File: config.mk
export PLATFORM = sky130hd
export DESIGN_NAME = operand_fetch_stage_flat
export DESIGN_NICKNAME = d
export VERILOG_FILES = /design/src/rtl/rv32i_pkg.sv /design/src/rtl/operand_fetch_stage_if.sv /design/src/rtl/operand_fetch_stage_register_file.sv /design/src/rtl/operand_fetch_stage.sv /design/src/flat_wrapper.sv
export SDC_FILE = /design/constraint.sdc
export NUM_CORES = 2
export LEC_CHECK = 0
export CAP_MARGIN = 25
export CORE_UTILIZATION = 61
export DETAILED_ROUTE_END_ITERATION = 10
export PLACE_DENSITY = 0.78
export REMOVE_ABC_BUFFERS = 1
export SYNTH_ARGS = -nofsm -noshare
export SYNTH_HDL_FRONTEND = slang
export SYNTH_SLANG_ARGS = --single-unit
File: constraint.sdc
create_clock -name clock -period 6.7 [get_ports clock]
set_input_delay 1.675 -clock clock [delete_from_list [all_inputs] [get_ports clock]]
set_output_delay 1.675 -clock clock [all_outputs]
set_load 0.01 [all_outputs]
File: src/rtl/rv32i_pkg.sv
// rtl/rv32i_pkg.sv - shared RV32I constants, types and operand bypass helper
package rv32i_pkg;

    localparam int XLEN       = 32;
    localparam int REG_COUNT  = 32;
    localparam int ADDR_WIDTH = 5;

    localparam logic [2:0] FUNCT3_ADD  = 3'd0;
    localparam logic [2:0] FUNCT3_SLL  = 3'd1;
    localparam logic [2:0] FUNCT3_SLT  = 3'd2;
    localparam logic [2:0] FUNCT3_SLTU = 3'd3;
    localparam logic [2:0] FUNCT3_XOR  = 3'd4;
    localparam logic [2:0] FUNCT3_SR   = 3'd5;
    localparam logic [2:0] FUNCT3_OR   = 3'd6;
    localparam logic [2:0] FUNCT3_AND  = 3'd7;

    typedef logic [ADDR_WIDTH-1:0] reg_addr_t;
    typedef logic [XLEN-1:0]       xlen_t;

    // Write-first read: x0 is always zero, a same-cycle write to the source wins
    function automatic xlen_t bypass_read(
        input reg_addr_t src,
        input logic      wr_en,
        input reg_addr_t wr_addr,
        input xlen_t     wr_data,
        input xlen_t     rf_data
    );
        if (src == '0)
            return '0;
        else if (wr_en && (wr_addr == src))
            return wr_data;
        else
            return rf_data;
    endfunction

endpackage

File: src/rtl/operand_fetch_stage_if.sv
// rtl/operand_fetch_stage_if.sv - issue, writeback and ALU-side signal bundle
interface operand_fetch_stage_if;
    import rv32i_pkg::*;

    logic       issue_valid;
    logic       issue_ready;
    reg_addr_t  rs1_addr;
    reg_addr_t  rs2_addr;
    logic [2:0] funct3_in;
    logic       write_enable;
    reg_addr_t  write_addr;
    xlen_t      write_data;
    logic       alu_ready;
    logic       enable;
    logic [2:0] funct3;
    xlen_t      register_data_1;
    xlen_t      register_data_2;

    modport master (
        output issue_valid, rs1_addr, rs2_addr, funct3_in,
        output write_enable, write_addr, write_data, alu_ready,
        input  issue_ready, enable, funct3, register_data_1, register_data_2
    );

    modport slave (
        input  issue_valid, rs1_addr, rs2_addr, funct3_in,
        input  write_enable, write_addr, write_data, alu_ready,
        output issue_ready, enable, funct3, register_data_1, register_data_2
    );

endinterface

File: src/rtl/operand_fetch_stage_register_file.sv
// rtl/operand_fetch_stage_register_file.sv - 32x32 register file, two async reads, one sync write
module register_file
    import rv32i_pkg::*;
(
    input  logic      clock,
    input  logic      reset_n,
    input  logic      write_enable,
    input  reg_addr_t write_addr,
    input  xlen_t     write_data,
    input  reg_addr_t read_addr_1,
    input  reg_addr_t read_addr_2,
    output xlen_t     read_data_1,
    output xlen_t     read_data_2
);

    xlen_t r_regs [0:REG_COUNT-1];

    // Clear every register on reset; otherwise store writes to any register except x0
    always_ff @(posedge clock) begin
        if (!reset_n) begin
            for (int i = 0; i < REG_COUNT; i++)
                r_regs[i] <= '0;
        end else if (write_enable && (write_addr != '0)) begin
            r_regs[write_addr] <= write_data;
        end
    end

    assign read_data_1 = (read_addr_1 == '0) ? '0 : r_regs[read_addr_1];
    assign read_data_2 = (read_addr_2 == '0) ? '0 : r_regs[read_addr_2];

endmodule

File: src/rtl/operand_fetch_stage.sv
// rtl/operand_fetch_stage.sv - operand fetch with writeback bypass and hold-time refresh
module operand_fetch_stage
    import rv32i_pkg::*;
(
    input  logic                 clock,
    input  logic                 reset_n,
    operand_fetch_stage_if.slave bus
);

    logic       r_enable;
    logic [2:0] r_funct3;
    xlen_t      r_data_1;
    xlen_t      r_data_2;
    reg_addr_t  r_rs1_addr;
    reg_addr_t  r_rs2_addr;

    xlen_t      w_rf_data_1;
    xlen_t      w_rf_data_2;
    logic       w_write_valid;
    logic       w_issue_ready;
    logic       w_accept;
    logic       w_hold;
    logic       w_refresh_1;
    logic       w_refresh_2;

    register_file u_register_file (
        .clock        (clock),
        .reset_n      (reset_n),
        .write_enable (bus.write_enable),
        .write_addr   (bus.write_addr),
        .write_data   (bus.write_data),
        .read_addr_1  (bus.rs1_addr),
        .read_addr_2  (bus.rs2_addr),
        .read_data_1  (w_rf_data_1),
        .read_data_2  (w_rf_data_2)
    );

    assign w_write_valid = bus.write_enable && (bus.write_addr != '0);
    assign w_issue_ready = !r_enable || bus.alu_ready;
    assign w_accept      = bus.issue_valid && w_issue_ready;
    assign w_hold        = r_enable && !bus.alu_ready;
    // Captured address 0 never refreshes because w_write_valid excludes x0
    assign w_refresh_1   = w_hold && w_write_valid && (bus.write_addr == r_rs1_addr);
    assign w_refresh_2   = w_hold && w_write_valid && (bus.write_addr == r_rs2_addr);

    // Output slot: load on accept, drop enable on drain, patch operands while held
    always_ff @(posedge clock) begin
        if (!reset_n) begin
            r_enable   <= 1'b0;
            r_funct3   <= '0;
            r_data_1   <= '0;
            r_data_2   <= '0;
            r_rs1_addr <= '0;
            r_rs2_addr <= '0;
        end else if (w_accept) begin
            r_enable   <= 1'b1;
            r_funct3   <= bus.funct3_in;
            r_rs1_addr <= bus.rs1_addr;
            r_rs2_addr <= bus.rs2_addr;
            r_data_1   <= bypass_read(bus.rs1_addr, bus.write_enable, bus.write_addr,
                                      bus.write_data, w_rf_data_1);
            r_data_2   <= bypass_read(bus.rs2_addr, bus.write_enable, bus.write_addr,
                                      bus.write_data, w_rf_data_2);
        end else if (r_enable && bus.alu_ready) begin
            r_enable <= 1'b0;
        end else begin
            if (w_refresh_1)
                r_data_1 <= bus.write_data;
            if (w_refresh_2)
                r_data_2 <= bus.write_data;
        end
    end

    assign bus.issue_ready     = w_issue_ready;
    assign bus.enable          = r_enable;
    assign bus.funct3          = r_funct3;
    assign bus.register_data_1 = r_data_1;
    assign bus.register_data_2 = r_data_2;

endmodule

File: src/flat_wrapper.sv
// flat-port wrapper written by rule: the top's interface ports become plain ports
module operand_fetch_stage_flat import rv32i_pkg::*;
  (clock, reset_n, bus_issue_valid, bus_rs1_addr, bus_rs2_addr, bus_funct3_in, bus_write_enable, bus_write_addr, bus_write_data, bus_alu_ready, bus_issue_ready, bus_enable, bus_funct3, bus_register_data_1, bus_register_data_2);
  operand_fetch_stage_if bus_i ();
  input  logic clock;
  input  logic reset_n;
  input wire logic [$bits(bus_i.issue_valid)-1:0] bus_issue_valid;
  input wire logic [$bits(bus_i.rs1_addr)-1:0] bus_rs1_addr;
  input wire logic [$bits(bus_i.rs2_addr)-1:0] bus_rs2_addr;
  input wire logic [$bits(bus_i.funct3_in)-1:0] bus_funct3_in;
  input wire logic [$bits(bus_i.write_enable)-1:0] bus_write_enable;
  input wire logic [$bits(bus_i.write_addr)-1:0] bus_write_addr;
  input wire logic [$bits(bus_i.write_data)-1:0] bus_write_data;
  input wire logic [$bits(bus_i.alu_ready)-1:0] bus_alu_ready;
  output wire logic [$bits(bus_i.issue_ready)-1:0] bus_issue_ready;
  output wire logic [$bits(bus_i.enable)-1:0] bus_enable;
  output wire logic [$bits(bus_i.funct3)-1:0] bus_funct3;
  output wire logic [$bits(bus_i.register_data_1)-1:0] bus_register_data_1;
  output wire logic [$bits(bus_i.register_data_2)-1:0] bus_register_data_2;
  assign bus_i.issue_valid = bus_issue_valid;
  assign bus_i.rs1_addr = bus_rs1_addr;
  assign bus_i.rs2_addr = bus_rs2_addr;
  assign bus_i.funct3_in = bus_funct3_in;
  assign bus_i.write_enable = bus_write_enable;
  assign bus_i.write_addr = bus_write_addr;
  assign bus_i.write_data = bus_write_data;
  assign bus_i.alu_ready = bus_alu_ready;
  assign bus_issue_ready = bus_i.issue_ready;
  assign bus_enable = bus_i.enable;
  assign bus_funct3 = bus_i.funct3;
  assign bus_register_data_1 = bus_i.register_data_1;
  assign bus_register_data_2 = bus_i.register_data_2;
  operand_fetch_stage u_core (.clock(clock), .reset_n(reset_n), .bus(bus_i));
endmodule
## Word level (Yosys, flattened, before mapping)

Memories as Yosys holds them, arrays and structs flattened.
Index checks and enable logic that the tools add are counted.

| operators by class | value |
|---|---|
| equality and inequality tests | 5 |
| muxes and demuxes | 19 |
| reductions and logical operators | 21 |

Operators with widths:

| operator | number |
|---|---|
| 32-bit 2-to-1 mux | 11 |
| 32-bit OR reduction | 1 |
| 5-bit equality test | 4 |
| 5-bit logical NOT | 2 |
| 1-bit logical AND | 9 |
| 1-bit 2-to-1 mux | 7 |
| 2-bit nonzero test | 3 |
| 5-bit 2-to-1 mux | 1 |
| 5-bit nonzero test | 1 |
| 2-bit AND reduction | 2 |
| 1-bit logical NOT | 2 |
| 2-bit by 1-bit != test with 1-bit output (second input constant) | 1 |
| 1-bit logical OR | 1 |

| storage, ports and cells | value |
|---|---|
| register bits after elaboration | 78 |
| RAM bits | 1024 |
| input bits | 55 |
| output and inout port bits | 69 |
| memories | 1 |

Memory list:

| memory | depth | width | read ports | clocked after memory_dff | write ports | line | RTL |
|---|---|---|---|---|---|---|---|
| u_core.u_register_file.r_regs | 32 | 32 | 2 | 0 | 32 | operand_fetch_stage_register_file.sv:16 | `xlen_t r_regs [0:REG_COUNT-1];` |

## Longest topological paths before layout

| logic depth | value |
|---|---|
| depth after elaboration | 7 |
| gate-level depth with buffers | 11 |
| gate-level depth less buffers | 7 |

## Modules after synthesis

Synthesis repeated with hierarchy kept, for this count alone.

| unflattened totals | value |
|---|---|
| cell total of the unflattened synthesis | 3908 |
| area, all modules | 57734.1 um2 |

Modules (own cells, without submodules):

| module | times used | cells an instance | area an instance (um2) |
|---|---|---|---|
| register_file | 1 | 3509 | 54204.5 |
| operand_fetch_stage | 1 | 399 | 3529.6 |

## Worst setup path before layout

No wires, ideal clock.

| timing path | value |
|---|---|
| path type | input to register |
| from | input bus_write_addr[2] |
| to | memory u_core.u_register_file.r_regs[4][0] in the netlist's numbering, enable pin |
| setup time | 0.466 ns |
| data arrival time | 4.877 ns |
| slack | 1.357 ns |
| stages on the path | 4 |
| buffers on the path | 2 |
| path through | buf_1 -> or3b_2 -> clkbuf_1 -> o21ai_0 |

RTL lines:

| what | line | RTL |
|---|---|---|
| start, declared | flat_wrapper.sv:12 | `input wire logic [$bits(bus_i.write_addr)-1:0] bus_write_addr;` |
| end, declared | operand_fetch_stage_register_file.sv:16 |  |

## Final worst setup path

| timing path | value |
|---|---|
| from | input bus_alu_ready |
| to | output bus_issue_ready |

| on the way | value |
|---|---|
| cells in the longest elaborated chain, start to end | 1 |

RTL lines:

| what | line | RTL |
|---|---|---|
| start, declared | flat_wrapper.sv:14 | `input wire logic [$bits(bus_i.alu_ready)-1:0] bus_alu_ready;` |
| 1-bit logical OR | operand_fetch_stage.sv:39 | `assign w_issue_ready = !r_enable \|\| bus.alu_ready;` |
| end, declared | flat_wrapper.sv:15 | `output wire logic [$bits(bus_i.issue_ready)-1:0] bus_issue_ready;` |

Every way passes these cells.

==> results.txt <==
Outcome = complete, no violations
Via count = 37900
Worst-Margin Slew = 1160 ps
Max Freq = 217 MHz
Most common flop cell mapped by yosys = edfxtp_1
Drt first pass iters = 6
Pwr per Cell Area = 258 nW/um^2
Initial core utilization = 61.9%
GR Util All Layers = 37.3%
Grt total ovfl = 0
P&R area growth vs syn = 12.0%
Yosys cell types = 62
Iter 0 DRT Violations = 6270
Clock-pin slew on the worst setup and hold paths = 60 ps
Fin util = 69.4%
RSZ-0062 raised after global routing = false
Multi-input logic area = 23500 um^2
Number of synthesized flops with an enable pin = 1024
Die area = 94700 um^2
I/O pins = 124
Most frequent cell after synthesis = edfxtp_1
Synthesized flop and latch total = 1102
Core Area = 92100 um^2
Largest area contributor in the synthesized netlist = edfxtp_1
FP Rows = 111
PortBufs = 123
Final Hold Fails = 0
Critical Path RT = 5030 ps
Min Tclk post-route = 4620 ps
First-pass GRT wire length = 252000 um
Kind of critical path = input port to output pin
Largest net degree at the start of global routing = 86
Peak VDD IR = 0.261 mV
Post-route ant nets = 0
Critical path data arrival time = 2940 ps
Setup TNS = 0 ps
Post-synthesis async set-or-reset flop share = 0%
Crit start category = input port
Syn Area/Cell = 14.4 um^2
Layout filler cell count = 5935
Combinational group share of total power = 11.5%
Routed len/inst = 33.2 um
Sequential share of power = 49.4%
Post-Route WL = 175000 um
Syn Inst Count = 3948
# DRC = 0
H-tree lvl count = 3
CP endpoint kind = output pin
Worst hold path type = register to register
Clock network power share = 39.0%
Sw power = 4030 uW
Pint = 12500 uW
Clock buffer count from CTS = 113
RD Place Congestion = 0.959
Postcts setup bufs = 0
Post-synth top area share = 53.9%
CP Max Fanout = 4
CTS tree = built
Pleak = 0.0216 uW
Final setup violation count = 0
Vias per cell = 7.17
Mapped Area = 57000 um^2
Pins Over Slew Limit = 0
Vias in the first global route = 37200
Die height = 308 um
Slew HR = 22.6%
Sequential-to-total area share from yosys stat = 56.7%
Hold_buf cts = 0
Root Buffer Master = clkbuf_16
Skew final = 34.2 ps
Share of cells above drive strength 1 = 23.1%
Register area = 32300 um^2
Post_cts resized = 0
Most frequent cells after synthesis = 1024 x edfxtp_1, 995 x and2_1, 482 x mux4_2
Clock sinks = 1102
Later-pin clock latency in the skew report = 700 ps
Die span in x = 308 um
Bufs on Longest Clock Path = 3
Dpl hpwl = 107000 um
Antenna violations before repair = 3
Post-Layout Cell Count = 5284
Final period util = 68.9%
Max-cap violations = 0
Final #Nets = 3997
Leading post-synthesis cells by cell area = edfxtp_1 54%, mux4_2 19%, and2_1 11%, dfxtp_1 2.7%, o22ai_1 2.2%
Yosys warnings = 0
Sw Ratio = 24.4%
Placed cells = 5065
==> final cells by class <==
cell class,instances,share of cell area [%]
Antenna cell,2,0.00783
Clock buffer,150,4.98
Clock inverter,62,0.918
Inverter,3,0.0196
Multi-Input combinational cell,2438,36.8
Sequential cell,1102,50.6
Tap cell,1243,2.43
Timing Repair Buffer,284,4.30
==> final timing paths <==
| check | start | to | slack [ps] | cells after the start |
|---|---|---|---|---|
| worst max-delay path | bus_alu_ready | bus_issue_ready | 2080 | 4 |
| worst min-delay path | u_core.bus.funct3[1]$_SDFFE_PN0P_ | u_core.bus.funct3[1]$_SDFFE_PN0P_ | 450 | 2 |
| worst max register to register | u_core.bus.enable$_SDFFE_PN0P_ | u_core.bus.register_data_1[1]$_SDFFE_PN0P_ | 3910 | 7 |
| worst min register to register | u_core.bus.funct3[1]$_SDFFE_PN0P_ | u_core.bus.funct3[1]$_SDFFE_PN0P_ | 450 | 2 |
==> power by group through the flow <==
stage	Sequential [uW]	Clock, uW	Combinational, uW
after floorplan	8210	0	953
after global placement	8240	0	1820
after detailed placement	8280	0	1850
after CTS	8140	6440	1860
after global routing	8180	6680	1970
final	8160	6440	1900
==> metrics by stage <==
stage	worst slack [ps]	total power, uW	instance area [um^2]	hold slack, ps
after floorplan	1630	9160	55400	448
after global placement	1400	10100	59900	443
after detailed placement	1570	10100	60000	446
after CTS	2080	16400	63800	454
after global routing	2040	16800	63900	466
final	2080	16500	63900	452
==> kinds of logic after synthesis <==
kind of cell / count (synthesis) / synth area share, %
xor gates and xnor gates: 20 / 0.307
other: 1 / 0.00658
buffers and inverters: 439 / 3.14
and+or+nand+nor: 1318 / 13.7
muxes: 555 / 20.3
DFF: 1102 / 56.7
AOI/OAI and AO/OA: 513 / 5.82
==> critical path, stage by stage <==
cell	delay, ps
clkdlybuf4s50_1	490
nor2b_1	60
inv_1	140
clkdlybuf4s50_1	570
==> routing by layer <==
layer  part of all wire (%)  vias up  track usage, %
met4                    7.1        0            23.2
met3                     13      573            7.97
li1                       -    15200               -
met1                     34    18900            50.2
met5                      0        -               0
met2                     45     3280            56.1
==> state kept, by name, summed over array words and instances (netlist names) <==
register	flops
u_core.bus.funct3	3
u_core.bus.enable	1
u_core.r_rs1_addr	5
u_core.u_register_file.r_regs	1024
u_core.r_rs2_addr	5
u_core.bus.register_data_1	32
u_core.bus.register_data_2	32
==> placed cells by master, fill, tap and decap left out, types with 34 or more instances in the layout <==
cell type / n
edfxtp_1: 1024
mux4_2: 482
o21ai_0: 63
clkbuf_16: 116
dfxtp_1: 78
nor3_1: 41
o22ai_1: 201
a21oi_1: 70
buf_4: 141
nand2_1: 89
and2_1: 995
nor2_1: 50
mux2i_1: 59
clkdlybuf4s50_1: 117
a211oi_1: 34
(Power assumes the default switching activity.)
